File: config.mk
export PLATFORM = sky130hd
export DESIGN_NAME = pwm_demod
export DESIGN_NICKNAME = d
export VERILOG_FILES = /design/src/rtl/pwm_demod.sv
export SDC_FILE = /design/constraint.sdc
export NUM_CORES = 1
export LEC_CHECK = 0
export ABC_AREA = 1
export CAP_MARGIN = 0
export CORE_MARGIN = 4
export CORE_UTILIZATION = 60
export DETAILED_ROUTE_END_ITERATION = 10
export GPL_TIMING_DRIVEN = 0
export PLACE_DENSITY = 0.78
export SLEW_MARGIN = 20
export SYNTH_ARGS = -nofsm -noshare
export SYNTH_HDL_FRONTEND = slang
export SYNTH_SLANG_ARGS = --single-unit
export TNS_END_PERCENT = 50
File: constraint.sdc
create_clock -name clk -period 3.6 [get_ports clk]
set_input_delay 1.08 -clock clk [delete_from_list [all_inputs] [get_ports clk]]
set_output_delay 1.08 -clock clk [all_outputs]
set_load 0.005 [all_outputs]
File: src/rtl/pwm_demod.sv
// -----------------------------------------------------------------------------
// pwm_demod
//   Receive side of a PWM link. Samples an external PWM line and measures the
//   high time and the rise-to-rise period of every cycle. It then recovers the
//   duty code O_PD = round(high / sd) with a restoring divider that produces
//   one quotient bit per clock. Each recovered code is presented with a
//   one-cycle O_valid strobe.
//
//   Optional feature: define PWM_DEMOD_FILTER_EN to add a 3-sample glitch
//   filter after the synchronizer. The pin-to-edge latency then becomes 4 clk.
//   With the macro undefined there is no filter and the latency is 2 clk.
//
// Ports
//   clk         in   1    system clock, rising edge
//   rst_n       in   1    synchronous reset, active low
//   pwm_in      in   1    asynchronous PWM input
//   O_PD        out  TP   recovered duty code, held between updates
//   O_valid     out  1    one-cycle strobe when O_PD / period_err update
//   period_err  out  1    measured period outside PERIOD +/- TOL
//   busy        out  1    divider running
// -----------------------------------------------------------------------------
module pwm_demod #(
  parameter int TP     = 8,
  parameter int N_bit  = 14,
  parameter int sd     = 40,
  parameter int PERIOD = 10000,
  parameter int TOL    = 156
) (
  input  logic          clk,
  input  logic          rst_n,
  input  logic          pwm_in,
  output logic [TP-1:0] O_PD,
  output logic          O_valid,
  output logic          period_err,
  output logic          busy
);

  localparam int ITW = $clog2(N_bit + 1);
  localparam logic [N_bit-1:0] CNT_MAX  = {N_bit{1'b1}};
  localparam logic [N_bit-1:0] CNT_ONE  = N_bit'(1);
  localparam logic [N_bit-1:0] TO_LIMIT = N_bit'(PERIOD + PERIOD / 4);
  localparam logic [N_bit-1:0] PER_NOM  = N_bit'(PERIOD);
  localparam logic [N_bit-1:0] PER_MIN  = N_bit'(PERIOD - TOL);
  localparam logic [N_bit-1:0] PER_MAX  = N_bit'(PERIOD + TOL);
  localparam logic [N_bit:0]   HALF_SD  = (N_bit + 1)'(sd / 2);
  localparam logic [N_bit:0]   SD_EXT   = (N_bit + 1)'(sd);
  localparam logic [ITW-1:0]   LAST_IT  = ITW'(N_bit);

  typedef enum logic [1:0] {S_IDLE, S_HIGH, S_LOW} state_t;

  // Input path
  logic sync1_q, sync1_d;
  logic sync2_q, sync2_d;
  logic lvl_q, lvl_d;
`ifdef PWM_DEMOD_FILTER_EN
  logic [1:0] hist_q, hist_d;
`endif
  logic rise, fall;

  // Measurement
  state_t           state_q, state_d;
  logic [N_bit-1:0] hi_cnt_q, hi_cnt_d;
  logic [N_bit-1:0] per_cnt_q, per_cnt_d;
  logic [N_bit-1:0] hi_inc, per_inc;
  logic             cap, cap_to, cap_err;
  logic [N_bit-1:0] cap_hi, cap_per;

  // Divider and output registers
  logic [N_bit-1:0] quo_q, quo_d;
  logic [N_bit:0]   rem_q, rem_d;
  logic [N_bit:0]   rem_shift;
  logic             quo_bit;
  logic [N_bit:0]   div_sum;
  logic [N_bit-1:0] dividend;
  logic [ITW-1:0]   it_cnt_q, it_cnt_d;
  logic             busy_q, busy_d;
  logic             perr_q, perr_d;
  logic             drop_q, drop_d;
  logic [TP-1:0]    o_pd_q, o_pd_d;
  logic             o_valid_q, o_valid_d;
  logic             period_err_q, period_err_d;

  // ---------------------------------------------------------------------------
  // Synchronizer, optional glitch filter, edge detect.
  // lvl_d is the level the measurement logic treats as current. An edge is
  // lvl_d differing from its registered copy lvl_q.
  // ---------------------------------------------------------------------------
  always_comb begin
    sync1_d = pwm_in;
    sync2_d = sync1_q;
`ifdef PWM_DEMOD_FILTER_EN
    hist_d = {hist_q[0], sync2_q};
    // Only follow the synced line once it has held for three samples.
    if ((sync2_q == hist_q[0]) && (sync2_q == hist_q[1])) begin
      lvl_d = sync2_q;
    end else begin
      lvl_d = lvl_q;
    end
`else
    lvl_d = sync2_q;
`endif
  end

  assign rise = lvl_d & ~lvl_q;
  assign fall = ~lvl_d & lvl_q;

  // ---------------------------------------------------------------------------
  // Measurement FSM and divider next-state logic
  // ---------------------------------------------------------------------------
  always_comb begin
    state_d   = state_q;
    hi_cnt_d  = hi_cnt_q;
    per_cnt_d = per_cnt_q;
    cap       = 1'b0;
    cap_to    = 1'b0;
    cap_hi    = hi_cnt_q;
    cap_per   = per_cnt_q;

    hi_inc  = (hi_cnt_q == CNT_MAX) ? CNT_MAX : hi_cnt_q + CNT_ONE;
    per_inc = (per_cnt_q == CNT_MAX) ? CNT_MAX : per_cnt_q + CNT_ONE;

    unique case (state_q)
      S_IDLE: begin
        // The first rise only opens a measurement window.
        if (rise) begin
          state_d   = S_HIGH;
          hi_cnt_d  = CNT_ONE;
          per_cnt_d = CNT_ONE;
        end
      end
      S_HIGH, S_LOW: begin
        if (rise) begin
          // The rise cycle itself is the first count of the new period.
          cap       = 1'b1;
          state_d   = S_HIGH;
          hi_cnt_d  = CNT_ONE;
          per_cnt_d = CNT_ONE;
        end else if (per_cnt_q >= TO_LIMIT) begin
          // Static line: report 0% or 100% and start a fresh window.
          cap       = 1'b1;
          cap_to    = 1'b1;
          cap_hi    = lvl_d ? PER_NOM : '0;
          cap_per   = PER_NOM;
          per_cnt_d = CNT_ONE;
          hi_cnt_d  = lvl_d ? CNT_ONE : '0;
          state_d   = lvl_d ? S_HIGH : S_LOW;
        end else if (state_q == S_HIGH) begin
          per_cnt_d = per_inc;
          if (fall) begin
            state_d = S_LOW;
          end else begin
            hi_cnt_d = hi_inc;
          end
        end else begin
          per_cnt_d = per_inc;
        end
      end
      default: state_d = S_IDLE;
    endcase

    // Rounded dividend, saturated so that a huge high time cannot wrap.
    div_sum  = {1'b0, cap_hi} + HALF_SD;
    dividend = div_sum[N_bit] ? CNT_MAX : div_sum[N_bit-1:0];
    cap_err  = cap_to ? 1'b0 : ((cap_per < PER_MIN) || (cap_per > PER_MAX));

    rem_shift = (rem_q << 1) | {{N_bit{1'b0}}, quo_q[N_bit-1]};
    quo_bit   = (rem_shift >= SD_EXT);

    busy_d       = busy_q;
    quo_d        = quo_q;
    rem_d        = rem_q;
    it_cnt_d     = it_cnt_q;
    perr_d       = perr_q;
    drop_d       = drop_q;
    o_pd_d       = o_pd_q;
    o_valid_d    = 1'b0;
    period_err_d = period_err_q;

    if (busy_q) begin
      if (it_cnt_q == LAST_IT) begin
        busy_d       = 1'b0;
        o_valid_d    = 1'b1;
        o_pd_d       = (|quo_q[N_bit-1:TP]) ? {TP{1'b1}} : quo_q[TP-1:0];
        period_err_d = perr_q | drop_q;
        drop_d       = 1'b0;
      end else begin
        rem_d    = quo_bit ? (rem_shift - SD_EXT) : rem_shift;
        quo_d    = {quo_q[N_bit-2:0], quo_bit};
        it_cnt_d = it_cnt_q + 1'b1;
      end
      // A capture arriving while the divider is occupied means the line is
      // malformed. Drop the capture and flag the next reported result.
      if (cap) begin
        drop_d = 1'b1;
      end
    end else if (cap) begin
      busy_d   = 1'b1;
      quo_d    = dividend;
      rem_d    = '0;
      it_cnt_d = '0;
      perr_d   = cap_err;
    end
  end

  // ---------------------------------------------------------------------------
  // State registers
  // ---------------------------------------------------------------------------
  always_ff @(posedge clk) begin
    if (!rst_n) begin
      sync1_q      <= 1'b0;
      sync2_q      <= 1'b0;
      lvl_q        <= 1'b0;
`ifdef PWM_DEMOD_FILTER_EN
      hist_q       <= '0;
`endif
      state_q      <= S_IDLE;
      hi_cnt_q     <= '0;
      per_cnt_q    <= '0;
      quo_q        <= '0;
      rem_q        <= '0;
      it_cnt_q     <= '0;
      busy_q       <= 1'b0;
      perr_q       <= 1'b0;
      drop_q       <= 1'b0;
      o_pd_q       <= '0;
      o_valid_q    <= 1'b0;
      period_err_q <= 1'b0;
    end else begin
      sync1_q      <= sync1_d;
      sync2_q      <= sync2_d;
      lvl_q        <= lvl_d;
`ifdef PWM_DEMOD_FILTER_EN
      hist_q       <= hist_d;
`endif
      state_q      <= state_d;
      hi_cnt_q     <= hi_cnt_d;
      per_cnt_q    <= per_cnt_d;
      quo_q        <= quo_d;
      rem_q        <= rem_d;
      it_cnt_q     <= it_cnt_d;
      busy_q       <= busy_d;
      perr_q       <= perr_d;
      drop_q       <= drop_d;
      o_pd_q       <= o_pd_d;
      o_valid_q    <= o_valid_d;
      period_err_q <= period_err_d;
    end
  end

  assign O_PD       = o_pd_q;
  assign O_valid    = o_valid_q;
  assign period_err = period_err_q;
  assign busy       = busy_q;

endmodule

==> impl_metrics.toml <==
[sta]
min_period_over_period_pct = 73.6
hold_viol = 0
fin_tns_setup_ns = 0
skew_ns = 0.0110
setup_viol = 0
rsz0062_at_grt = "false"
timing.fmax_mhz = 377
slew_viol_final = 0
relSlewSlack_pct = 44.1
tightest_slew_ns = 0.833
min_period_ns = 2.65

[clocking]
tritoncts = "built"
clk_latency_ns = 0.37
post_cts_resized = 0
postCtsSetupBuffers = 0
clock_path_buffers = 2
hold_buffers = 0
clk_pin_slew_ns = 0.09
cts_root_buf = "clkbuf_8"
numCtsBuffers = 9
h-tree-depth = 3
cts_sinks = 78

[synth]
postSynthRegisterBits = 78
yosysSeqAreaShare_pct = 34.9
synth-edff-count = 0
yosys.cell_types.count = 45
synthArstFlopShare_pct = 0
ys.flop_type = "dfxtp_1"
syn-cell-area_um2 = 4480
synth_nets = 661
yosys_warnings = 0
avgSynthCellArea_um2 = 6.93
syn_inst = 646

[final_layout]
antenna_cells = 0
final_cell_mix = "nand2_1 (124), inv_1 (88), dfxtp_1 (78)"
design_area_um2 = 4920
layout_commonest_cell = "nand2_1"
utilization_pct = 67.9
layout.nets = 684
syn_to_final_growth_pct = 10.0
drive_gt1_share_pct = 12.6

[critical_path]
cp-end-kind = "register"
crit_chain = "inv_1, ha_1, inv_1, nor2_4, nand3_4, buf_6, nand2_1, inv_1, ha_1, inv_1, nand2_4, nand2_4, inv_2, nand2_2, nand2_2, buf_6, nor2_1, o22ai_2"
cpMostUsedCell = "inv_1"
crit_fanout = 10
cp-start-kind = "register"
critical_path.slowest_cell = "dfxtp_1"
max_stage_delay_ns = 0.37
cp.required_ns = 3.85
path_class = "register to register"
arrival_ns = 2.90

[place]
gp_congestion = 0.889
hpwlAfterDp_um = 7520
portBuffers = 12
postPlaceCellArea_um2 = 4720

[flow_run]
max_cap_viol_count = 0

[floorplan]
die_x_um = 94.4
initial_core_util_pct = 61.7
dieHeight_um = 94.4
fp.coreArea_um2 = 7250
io_pins = 14
die_area_um2 = 8900
num_rows = 31

[global_route]
antenna_found_initial = 0
grt_pass1_vias = 4039
grt_max_degree = 16
grt_usage_pct = 24.3
overflow = 0
grt_pass1_wl_um = 17500

[power_and_ir_drop]
peakVddDrop_uv = 256
p_leak_nw = 2.01
powerDensity_nw_per_um2 = 400

[detailed_routing]
drc_errors = 0
drt-total-wl_um = 10100
drtIter0Drc = 196
wire_per_inst_um = 13.1
drtPass1Iterations = 4
viasPerCell = 5.49
via_count = 4240
drtAntennaViolNets = 0

[outcome]
status = "finished clean"

[min_path]
worstHoldPathType = "register to register"
==> synthesized netlist by cell type (2+ instances only) <==
cell type	count	area, um^2
nand2_2	10	62.6
dfxtp_1	78	1560
nand3_1	29	145
inv_2	14	52.6
xnor2_1	4	35.0
nand4_1	6	37.5
o22ai_1	3	18.8
a21oi_2	3	26.3
o21ai_1	11	55.1
nand3_2	2	20.0
nand2_4	5	56.3
o21ai_0	47	235
ha_1	12	150
nand2_1	124	465
nor3_2	2	20.0
nor3_1	6	30.0
a21oi_1	62	310
inv_1	88	330
a22oi_1	7	52.6
buf_2	2	10.0
nor2_4	4	45.0
a31oi_1	10	62.6
clkbuf_1	10	37.5
nor2_2	7	43.8
nor4_1	5	31.3
nor3_4	2	32.5
nor2_1	54	203
xor2_1	11	96.3
buf_6	3	33.8
o21ai_2	10	87.6
==> sequential cells by signal, summed over array words and instances, names as in the netlist <==
name        count
hi_cnt_q       14
per_cnt_q      14
quo_q          14
rem_q          14
O_PD            8
it_cnt_q        4
state_q         2
O_valid         1
busy            1
drop_q          1
lvl_d           1
lvl_q           1
period_err      1
perr_q          1
sync1_q         1
==> power by group <==
group | switching, mW | internal, mW
sequential | 0.0312 | 0.892
clock | 0.364 | 0.330
combinational | 0.256 | 0.0975
==> layer usage <==
metal,up-vias,global-route usage (%),part of all wire (%)
li1,2149,-,-
met1,1990,29.6,46
met2,81,42.0,49
met3,20,4.78,3.8
met4,0,9.51,1.6
met5,-,0,0
==> metrics by stage <==
| step | setup WS [ns] | hold WS, ns | instances | power, mW |
|---|---|---|---|---|
| floorplan | 1.28 | 0.390 | 646 | 1.20 |
| global placement | 1.01 | 0.403 | 757 | 1.28 |
| detailed placement | 0.991 | 0.404 | 757 | 1.29 |
| CTS | 0.968 | 0.433 | 773 | 1.97 |
| global route | 0.751 | 0.443 | 773 | 2.06 |
| finish | 0.949 | 0.428 | 773 | 1.97 |
==> final cells by class <==
class                           instances  area [um^2]
Buffer                                 17         93.8
Clock buffer                            9          124
Clock inverter                          7         80.1
Fill cell                             657         2330
Inverter                              103          387
Multi-Input combinational cell        448         2430
Sequential cell                        78         1560
Tap cell                               99          124
Timing Repair Buffer                   12          120
==> final timing paths <==
kind	cells past startpoint	slack, ns	endpoint	startpoint
worst max-delay path	18	0.95	quo_q[3]$_SDFFE_PN0P_	state_q[0]$_SDFFE_PN0P_
worst min-delay path	2	0.43	lvl_d$_SDFF_PN0_	sync1_q$_SDFF_PN0_
worst max register to register	18	0.95	quo_q[3]$_SDFFE_PN0P_	state_q[0]$_SDFFE_PN0P_
worst min register to register	2	0.43	lvl_d$_SDFF_PN0_	sync1_q$_SDFF_PN0_
==> critical path: cells and delay by family, from the launching register on <==
| family | cells | cell delay, ns |
|---|---|---|
| buf+inv | 7 | 0.70 |
| compound gates | 1 | 0.08 |
| fa+ha+maj | 2 | 0.56 |
| flops | 1 | 0.37 |
| simple gates | 8 | 0.83 |
==> cells by family (layout without fill, tap and decap cells) <==
group / count (synthesis) / in the layout / synth area share [%]
flip-flops: 78 / 78 / 34.9
buffers and inverters: 120 / 148 / 10.7
AO/OA/AOI/OAI: 159 / 159 / 20.2
XOR/XNOR: 15 / 15 / 2.94
adder cells (fa/ha/maj): 12 / 12 / 3.35
AND/OR/NAND/NOR: 262 / 262 / 27.9
No activity file was read; power rests on OpenSTA's default activity.
